`src/rtl/bcd_seq_ctrl.sv`:
```
// Two-requester binary-to-BCD converter: round-robin accept, 14-step double-dabble,
// saturating 4-digit result with overflow flag and requester id.
module bcd_seq_ctrl (
  input  logic        clk,
  input  logic        rst_n,
  input  logic        req0,
  input  logic [13:0] bin0,
  input  logic        req1,
  input  logic [13:0] bin1,
  output logic        gnt0,
  output logic        gnt1,
  output logic        busy,
  output logic        done,
  output logic        done_id,
  output logic [3:0]  q,
  output logic [3:0]  b,
  output logic [3:0]  s,
  output logic [3:0]  g,
  output logic        ovf
);

  // state | meaning
  // IDLE  | waiting for a request; arbitrate and load operand on accept
  // SHIFT | 14 add-3/shift steps, then one edge to publish the result
  // DONE  | result published for one cycle, return to IDLE
  localparam logic [1:0] IDLE  = 2'd0;
  localparam logic [1:0] SHIFT = 2'd1;
  localparam logic [1:0] DONE  = 2'd2;

  logic [1:0]  state;
  logic [29:0] sreg;
  logic [29:0] adj;
  logic [3:0]  cnt;
  logic        fin;
  logic        last;
  logic        cur_id;
  logic        cur_ovf;
  logic        pick;
  logic [13:0] pick_bin;

  // On a tie the requester not granted last wins; a lone request always wins.
  always_comb begin
    pick     = (req0 && req1) ? ~last : req1;
    pick_bin = pick ? bin1 : bin0;
  end

  always_comb begin
    adj = sreg;
    for (int k = 0; k < 4; k++) begin
      if (sreg[14 + 4*k +: 4] >= 4'd5)
        adj[14 + 4*k +: 4] = sreg[14 + 4*k +: 4] + 4'd3;
    end
  end

  assign busy = (state == SHIFT) || (state == DONE);

  always_ff @(posedge clk or negedge rst_n) begin
    if (!rst_n) begin
      state   <= IDLE;
      sreg    <= '0;
      cnt     <= '0;
      fin     <= 1'b0;
      last    <= 1'b1;
      cur_id  <= 1'b0;
      cur_ovf <= 1'b0;
      gnt0    <= 1'b0;
      gnt1    <= 1'b0;
      done    <= 1'b0;
      done_id <= 1'b0;
      q       <= '0;
      b       <= '0;
      s       <= '0;
      g       <= '0;
      ovf     <= 1'b0;
    end else begin
      gnt0 <= 1'b0;
      gnt1 <= 1'b0;
      done <= 1'b0;
      case (state)
        IDLE: begin
          if (req0 || req1) begin
            sreg    <= {16'd0, pick_bin};
            cnt     <= '0;
            fin     <= 1'b0;
            last    <= pick;
            cur_id  <= pick;
            cur_ovf <= (pick_bin > 14'd9999);
            gnt0    <= ~pick;
            gnt1    <= pick;
            state   <= SHIFT;
          end
        end
        SHIFT: begin
          if (!fin) begin
            sreg <= {adj[28:0], 1'b0};
            if (cnt == 4'd13) fin <= 1'b1;
            else              cnt <= cnt + 4'd1;
          end else begin
            // Out-of-range operands leave garbage in the BCD field; saturate instead.
            state   <= DONE;
            done    <= 1'b1;
            done_id <= cur_id;
            ovf     <= cur_ovf;
            {q, b, s, g} <= cur_ovf ? 16'h9999 : sreg[29:14];
          end
        end
        DONE:    state <= IDLE;
        default: state <= IDLE;
      endcase
    end
  end

endmodule
```
`config.mk`:
```
export PLATFORM = sky130hd
export DESIGN_NAME = bcd_seq_ctrl
export DESIGN_NICKNAME = d
export VERILOG_FILES = /design/src/rtl/bcd_seq_ctrl.sv
export SDC_FILE = /design/constraint.sdc
export NUM_CORES = 1
export LEC_CHECK = 0
export ABC_AREA = 1
export CAP_MARGIN = 20
export CORE_ASPECT_RATIO = 1.1
export CORE_MARGIN = 2
export CORE_UTILIZATION = 58
export CTS_CLUSTER_DIAMETER = 50
export DETAILED_ROUTE_END_ITERATION = 7
export PLACE_DENSITY = 0.86
export REMOVE_ABC_BUFFERS = 1
export SLEW_MARGIN = 15
export SYNTH_ARGS = -nofsm -noshare
export SYNTH_HDL_FRONTEND = slang
export SYNTH_SLANG_ARGS = --single-unit
```
`constraint.sdc`:
```
create_clock -name clk -period 5.05 [get_ports clk]
set_clock_uncertainty 0.2 [all_clocks]
set_input_delay 1.2625 -clock clk [delete_from_list [all_inputs] [get_ports clk]]
set_output_delay 1.2625 -clock clk [all_outputs]
set_load 0.05 [all_outputs]
```
# --- Word-level counts from Yosys, hierarchy flattened ---
# Index checks and enable logic that the tools add are counted.
# Widths: inputs -> output; s select.
totals:
  reg_bits: 61
  wordCells: 73
op_classes:
  addsub: 5
  n_lt_le_gt_ge: 5
  reduce_logical: 11
  n_bitwise: 2
  muxes: 27
  eq_ne: 7
op_table:
  columns: ["op", "count"]
  rows:
  - ["$mux 30", 2]
  - ["$pmux 30 s2", 1]
  - ["$mux 4", 6]
  - ["$ge 4x3->1 const B", 4]
  - ["$mux 16", 1]
  - ["$gt 14x14->1 const B", 1]
  - ["$mux 14", 1]
  - ["$add 4x2->4 const B", 3]
  - ["$mux 1", 10]
  - ["$ne 2x2->1 const B", 4]
  - ["$pmux 4 s2", 1]
  - ["$reduce_and 2->1", 4]
  - ["$add 4x1->4 const B", 1]
  - ["$eq 4x4->1 const B", 1]
  - ["$mux 2", 2]
  - ["$pmux 2 s2", 1]
  - ["$reduce_and 4->1", 1]
  - ["$add 3x2->3 const B", 1]
  - ["$mux 3", 1]
  - ["$reduce_and 3->1", 1]
  - ["$eq 2x1->1 const B", 1]
  - ["$eq 2x2->1 const B", 1]
  - ["$logic_not 2->1", 1]
  - ["$logic_or 1x1->1", 2]
  - ["other kinds (4)", 5]

# --- Depth between registers and ports, before layout ---
# Gate-level depths: netlist of run 1.
logic_depth:
  word_depth: 5
  ltp_mapped: 11
  ltp_nobuf: 10

# --- Worst setup path after synthesis of run 1 ---
# OpenSTA, ideal clock, no wires.
synth_timing:
  kind: "input to register"
  startpoint: "in req1"
  endpoint: "reg sreg[1]"
  stages: 8
  setup_ns: 0.123
  slack_ns: 2.625
  required_ns: 4.727
  arrival_ns: 2.102
  cell_sequence: "buf_6 > o21ai_4 > o21ai_2 > nand2_4 > inv_4 > buf_6 > nor2_2 > a21oi_2"
synth_via:
  elab_chain_cells: 5
  elab_cells_between_ends: 8
  classes_between: "eq/ne (1); mux (4); reduce/logical (3)"
synth_lines:
  columns: ["item", "line_no", "text"]
  rows:
  - ["start, declared", "8", "input logic req1,"]
  - ["$logic_and 1x1->1", "43", "pick = (req0 && req1) ? ~last : req1;"]
  - ["$mux 1", "43", null]
  - ["$mux 14", "44", "pick_bin = pick ? bin1 : bin0;"]
  - ["$mux 30", "81", "if (req0 || req1) begin"]
  - ["$pmux 30 s2", "79", "case (state)"]
  - ["end signal, assigned", "82", "sreg <= {16'd0, pick_bin};"]
  - ["end signal, assigned", "95", "sreg <= {adj[28:0], 1'b0};"]
  - ["end, declared", "31", "logic [29:0] sreg;"]
# Several ways; a longest one is shown, not always the timed one. The select of a mux whose other input is x is not followed.
# A chain may end at the register's enable or synchronous reset.

# --- Worst setup path in the final report of run 1 ---
layout_timing:
  startpoint: "reg state[0]"
  endpoint: "out busy"
layout_via:
  elab_chain_cells: 2
  elab_cells_between_ends: 3
  classes_between: "eq/ne (2); reduce/logical (1)"
layout_lines:
  columns: ["item", "line_no", "text"]
  rows:
  - ["start, declared", "30", "logic [1:0] state;"]
  - ["start signal, assigned", "59", "state <= IDLE;"]
  - ["start signal, assigned", "90", "state <= SHIFT;"]
  - ["start signal, assigned", "100", "state <= DONE;"]
  - ["$eq 2x1->1 / $eq 2x2->1 (equally long branches)", "55", "assign busy = (state == SHIFT) || (state == DONE);"]
  - ["$logic_or 1x1->1 *", "55", null]
  - ["end, declared", "12", "output logic busy,"]
# Every way passes the cells marked *; elsewhere a longest branch is shown, timed or not.

==> flow_summary.json, run 1 <==
{
  "status": "finished clean",
  "dp_hpwl_um": 4783,
  "ant_nets": 0,
  "vias": 2581,
  "switching_share_pct": 48.33,
  "nets": 458,
  "path_clk_slew_ps": 70,
  "synth_area_leader_cell": "dfrtp_1",
  "p_comb_share_pct": 53.9,
  "syn_inst": 361,
  "finalCritPeriodShare_pct": 65.29,
  "die_area_sq_um": 6259,
  "drt_first_pass_iters": 4,
  "grt.total_usage_pct": 24.15,
  "postRouteWirelength_um": 6496,
  "maxSlewHeadroom_pct": 50.33,
  "coreArea_sq_um": 5430,
  "clk_latency_ps": 340,
  "root_buffer": "clkbuf_8",
  "remaining_drc_errors": 0,
  "antennaDiodeCount": 0,
  "switchingPower_uw": 1227,
  "postCtsHoldBufs": 0,
  "drv_slew": 0,
  "fillCellCount": 419,
  "hold_path.class": "flip-flop to flip-flop",
  "synth_area_per_cell_sq_um": 9.063,
  "row_count": 28,
  "worst_ep_required_time_ps": 3590,
  "grt_pass1_wl_um": 11370,
  "netlist_area_sq_um": 3272,
  "cp-end-kind": "output pin",
  "max_cap_violations": 0,
  "ys_warn_count": 0,
  "p_int_uw": 1312,
  "synth_fa_ha_area_share_pct": 4.589,
  "crit_path_start_kind": "flip-flop",
  "finalHoldViolations": 0,
  "cts-resized-gates": 0,
  "yosys.area_share.xor_xnor_pct": 0.2677,
  "cts_buffers": 9,
  "p_clk_share_pct": 14.9,
  "ys_seq_area_share_pct": 46.69,
  "cp_max_fo": 2,
  "synth_top_family_by_area": "compound AO/OA/AOI/OAI gates",
  "ios": 54,
  "ys_types": 36,
  "drt_iter0_drc": 183,
  "grt-ovfl-total": 0,
  "setup_viol": 0,
  "first_global_vias": 2529,
  "die_w_um": 75.61,
  "fmax_ghz": 0.3033,
  "gp_congestion": 0.7975,
  "clkSinkCount": 61,
  "drt-wirelength-per-cell_um": 13.15,
  "vias_per_cell": 5.225,
  "worst_pin_slew_ps": 745.0,
  "start_util_pct": 60.25,
  "die_y_um": 82.78,
  "final_cell_mix": "nand2_1, dfrtp_1, clkdlybuf4s50_1, nor2_1, inv_1",
  "postCtsSetupRepairBufs": 0,
  "synth_area_leaders": "dfrtp_1, nand2_1, a21oi_1",
  "synthToLayoutAreaGrowth_pct": 20.88,
  "period_minus_slack_ps": 3297,
  "pwr-share-seq_pct": 31.2,
  "final_cells": 494,
  "crit_arrival_ps": 1830,
  "ys_ff_latch": 61,
  "critical_path_class": "flip-flop to output pin",
  "p_leak_uw": 0.001801,
  "tns_ps": 0,
  "layout_commonest_cell": "nand2_1",
  "antenna_found_initial": 0,
  "synth_compound_area_share_pct": 20.46,
  "synthMuxAreaShare_pct": 0.3059,
  "vdd_ir_drop_max_uv": 389.6,
  "htree_levels": 3,
  "clockBufferDepth": 2,
  "cts_tree": "built",
  "drive_gt1_share_pct": 18.38,
  "synthSimpleGateAreaFrac_pct": 19.89,
  "rsz0062_at_grt": "no",
  "power.density_nw_per_um2": 641.9,
  "io_buffers": 53,
  "rrSetupSlack_ps": 2150,
  "numPlacedInstances": 478,
  "synth_top_cell_area_share_pct": 45.89,
  "grt_max_degree": 33
}
==> worst max-delay path, cell delays in order (launching register included) <==
cell and delay, ps:
dfrtp_1 360, inv_1 60, ha_1 270, clkdlybuf4s50_1 790
==> through the flow <==
step	setup WS, ps	instance area, sq um	hold WS, ps	utilization [%]	power (uW)
final	1753	3955	280.0	72.83	2539
after global routing	1676	3955	296.6	72.83	2729
after CTS	1738	3955	281.4	72.83	2557
after detailed placement	1699	3785	265.7	69.70	2178
after global placement	1740	3785	264.2	69.70	2130
after floorplan	2633	3158	249.0	-	1804
==> cells in the mapped netlist <==
| cell | instances |
|---|---|
| a21oi_1 | 31 |
| a21oi_2 | 11 |
| buf_2 | 1 |
| buf_6 | 9 |
| clkbuf_1 | 2 |
| dfrtp_1 | 60 |
| dfstp_2 | 1 |
| ha_1 | 12 |
| inv_1 | 33 |
| inv_2 | 3 |
| inv_4 | 1 |
| mux2i_1 | 1 |
| nand2_1 | 64 |
| nand2_2 | 1 |
| nand2_4 | 4 |
| nand3_1 | 10 |
| nand3b_2 | 2 |
| nand4_1 | 1 |
| nor2_1 | 37 |
| nor2_2 | 11 |
| nor2_4 | 2 |
| nor2_8 | 1 |
| nor3_1 | 1 |
| o211ai_1 | 4 |
| o211ai_2 | 1 |
| o21ai_0 | 20 |
| o21ai_1 | 9 |
| o21ai_2 | 13 |
| o21ai_4 | 1 |
| o22ai_1 | 3 |
| o22ai_2 | 1 |
| o31ai_1 | 1 |
| o31ai_2 | 1 |
| o32ai_2 | 3 |
| or2_2 | 4 |
| xor2_1 | 1 |
==> flip-flops by register name, summed over array words and instances, names as in the netlist <==
register  flops
sreg         30
b             4
cnt           4
g             4
q             4
s             4
state         2
cur_id        1
cur_ovf       1
done          1
done_id       1
fin           1
gnt0          1
gnt1          1
last          1
ovf           1
==> cell families (layout without fill, tap and decap cells) <==
| group | Yosys count | in the layout |
|---|---|---|
| compound gates | 99 | 99 |
| xor+xnor | 1 | 1 |
| fa+ha+maj | 12 | 12 |
| buf+inv | 49 | 107 |
| flops | 61 | 61 |
| mux | 1 | 1 |
| simple gates | 138 | 138 |
==> power groups by stage <==
stage,registers (uW),clock network [uW],logic (uW)
finish,793,379,1370
global route,816,406,1510
CTS,794,383,1380
detailed placement,802,0,1380
global placement,791,0,1340
floorplan,1050,0,757
==> final timing paths <==
kind / from / to / cells past startpoint
hold / removal: sreg[10]$_DFFE_PN0P_ / sreg[10]$_DFFE_PN0P_ / 2
max in group asynchronous: rst_n / last$_DFFE_PN1P_ / 2
hold reg to reg: sreg[10]$_DFFE_PN0P_ / sreg[10]$_DFFE_PN0P_ / 2
min in group asynchronous: rst_n / q[3]$_DFFE_PN0P_ / 1
setup reg to reg: state[1]$_DFFE_PN0P_ / sreg[13]$_DFFE_PN0P_ / 8
setup / recovery: state[0]$_DFFE_PN0P_ / busy / 3
==> area by class of cell <==
class                   count  area, sq um  share of cell area [%]
clock buffers              12        145.1                   3.670
clock inverters             4        25.02                  0.6327
inverters                  37        141.4                   3.575
multi-input cells         251         1489                   37.65
flip-flops and latches     61         1528                   38.63
well taps                  75        93.84                   2.373
repair buffers             54        533.0                   13.48
==> routing by layer <==
metal	vias to the layer above	GRT usage (%)	wire length [um]
li1	1289	-	-
met3	15	4.831	345
met2	82	41.13	3250
met1	1195	29.93	2743
met5	-	0	0
met4	0	9.649	157
No activity file was read; power rests on OpenSTA's default activity.
==> run 2: changes to the inputs <==
--- a/config.mk
+++ b/config.mk
@@ -9,10 +9,10 @@
 export CAP_MARGIN = 20
 export CORE_ASPECT_RATIO = 1.1
 export CORE_MARGIN = 2
-export CORE_UTILIZATION = 58
+export CORE_UTILIZATION = 53
 export CTS_CLUSTER_DIAMETER = 50
 export DETAILED_ROUTE_END_ITERATION = 7
-export PLACE_DENSITY = 0.86
+export PLACE_DENSITY = 0.79
 export REMOVE_ABC_BUFFERS = 1
 export SLEW_MARGIN = 15
 export SYNTH_ARGS = -nofsm -noshare
==> constraint.sdc (replaced) <==
create_clock -name clk -period 3.1 [get_ports clk]
set_clock_uncertainty 0.2 [all_clocks]
set_input_delay 0.775 -clock clk [delete_from_list [all_inputs] [get_ports clk]]
set_output_delay 0.775 -clock clk [all_outputs]
set_load 0.05 [all_outputs]
==> run 2 against run 1 <==
Against the previous run: power rose by 63%; via count barely moved; die area rose by 8.9%; non-clock buffer count rose by 3; critical path type unchanged.
==> flow_summary.json, run 2 (synthesized netlist as in run 1, its figures left out) <==
{
  "postPlaceCellArea_sq_um": 3826,
  "p_comb_share_pct": 54.2,
  "drt_iter0_drc": 128,
  "drv_slew": 0,
  "largest_reg_flops": 30,
  "crit_path_start_kind": "flip-flop",
  "drt-wirelength-per-cell_um": 12.77,
  "setup_viol": 0,
  "layout_commonest_cell": "nand2_1",
  "largest_register": "sreg",
  "hold_path.class": "flip-flop to flip-flop",
  "p_int_uw": 2159,
  "clkSinkCount": 61,
  "postCtsSetupRepairBufs": 0,
  "tns_ps": 0,
  "die_y_um": 86.41,
  "fmax_ghz": 0.3592,
  "p_clk_share_pct": 14.6,
  "grt.total_usage_pct": 20.96,
  "maxSlewHeadroom_pct": 53.28,
  "critical_path_class": "flip-flop to output pin",
  "postCtsHoldBufs": 0,
  "cp_max_fo": 2,
  "final_cells": 502,
  "clk_latency_ps": 340,
  "power.density_nw_per_um2": 1040,
  "grt-ovfl-total": 0,
  "pwr-share-seq_pct": 31.1,
  "coreArea_sq_um": 6081,
  "switchingPower_uw": 1990,
  "worst_ep_required_time_ps": 2120,
  "first_global_vias": 2463,
  "io_buffers": 53,
  "ant_nets": 0,
  "grt_max_degree": 33,
  "switching_share_pct": 47.96,
  "numPlacedInstances": 486,
  "design_area_sq_um": 3989,
  "fillCellCount": 510,
  "htree_levels": 3,
  "worst_pin_slew_ps": 700.8,
  "remaining_drc_errors": 0,
  "vdd_ir_drop_max_uv": 579.3,
  "synthToLayoutAreaGrowth_pct": 21.91,
  "start_util_pct": 53.81,
  "cts_tree": "built",
  "postRouteWirelength_um": 6411,
  "die_w_um": 78.92,
  "row_count": 30,
  "die_area_sq_um": 6819,
  "status": "finished clean",
  "clockBufferDepth": 2,
  "cts_buffers": 9,
  "nets": 461,
  "ios": 54,
  "antennaDiodeCount": 0,
  "finalCritPeriodShare_pct": 89.81,
  "cp-end-kind": "output pin",
  "crit_arrival_ps": 1810,
  "max_cap_violations": 0,
  "drt_first_pass_iters": 4,
  "grt_pass1_wl_um": 11160,
  "vias_per_cell": 5.145,
  "period_minus_slack_ps": 2784,
  "p_leak_uw": 0.001822,
  "gp_congestion": 0.8506,
  "root_buffer": "clkbuf_8",
  "fin_ws_ps": 315.8,
  "rsz0062_at_grt": "no",
  "drive_gt1_share_pct": 18.48,
  "finalHoldViolations": 0,
  "dpl_worst_slack_ps": 420.0,
  "final_cell_mix": "nand2_1, dfrtp_1, clkdlybuf4s50_1, nor2_1, inv_1",
  "dp_hpwl_um": 4745,
  "vias": 2583,
  "cts-resized-gates": 0,
  "path_clk_slew_ps": 60,
  "antenna_found_initial": 0
}
[run 2: cell type report]
type                       count  area, sq um  area share, %
timing repair buffer          57        568.0          14.24
clock inverter                 2        10.01         0.2509
tap                           80        100.1          2.509
inverter                      37        141.4          3.545
sequential                    61         1528          38.30
multi-input combinational    251         1489          37.33
clock buffer                  14        152.6          3.827
[run 2: worst paths after layout]
check                      slack (ps)                   end  cells after the start                 start
setup / recovery                  320                  busy                      3  state[0]$_DFFE_PN0P_
hold / removal                    280      last$_DFFE_PN1P_                      2      last$_DFFE_PN1P_
setup reg to reg                  800  sreg[13]$_DFFE_PN0P_                      9  state[1]$_DFFE_PN0P_
hold reg to reg                   280      last$_DFFE_PN1P_                      2      last$_DFFE_PN1P_
max in group asynchronous        1750      last$_DFFE_PN1P_                      2                 rst_n
min in group asynchronous         290      g[1]$_DFFE_PN0P_                      1                 rst_n
[run 2: routing by layer]
layer | share of wire [%] | vias up | GRT usage (%)
met5 | 0 | - | 0
met4 | 0.69 | 0 | 7.837
met3 | 5.1 | 5 | 5.521
met2 | 50 | 81 | 35.20
met1 | 44 | 1196 | 26.16
li1 | - | 1301 | -
[run 2: worst max-delay path, stage by stage, from the launching register on]
cell	delay [ps]
dfrtp_1	350
inv_1	60
ha_1	270
clkdlybuf4s50_1	800
[run 2: through the flow]
stage	utilization (%)	hold slack (ps)	total power (uW)
floorplan	-	249.0	2938
global placement	62.92	269.8	3511
detailed placement	62.92	273.4	3568
CTS	65.60	286.1	4180
global route	65.60	308.3	4442
finish	65.60	282.7	4149
[run 2: power by group through the flow]
stage | logic [uW] | clock network, uW | registers [uW]
6_report | 2250 | 608 | 1290
3_5_place_dp | 2260 | 0 | 1300
5_1_grt | 2450 | 662 | 1330
2_1_floorplan | 1230 | 0 | 1700
3_3_place_gp | 2220 | 0 | 1290
4_1_cts | 2270 | 616 | 1290
==> run 3: changes to the inputs <==
--- a/config.mk
+++ b/config.mk
@@ -14,7 +14,6 @@
 export DETAILED_ROUTE_END_ITERATION = 7
 export PLACE_DENSITY = 0.79
 export REMOVE_ABC_BUFFERS = 1
-export SLEW_MARGIN = 15
 export SYNTH_ARGS = -nofsm -noshare
 export SYNTH_HDL_FRONTEND = slang
 export SYNTH_SLANG_ARGS = --single-unit
==> results of run 3 <==
No change in the layout: final DEF, timing and power equal those of run 2.
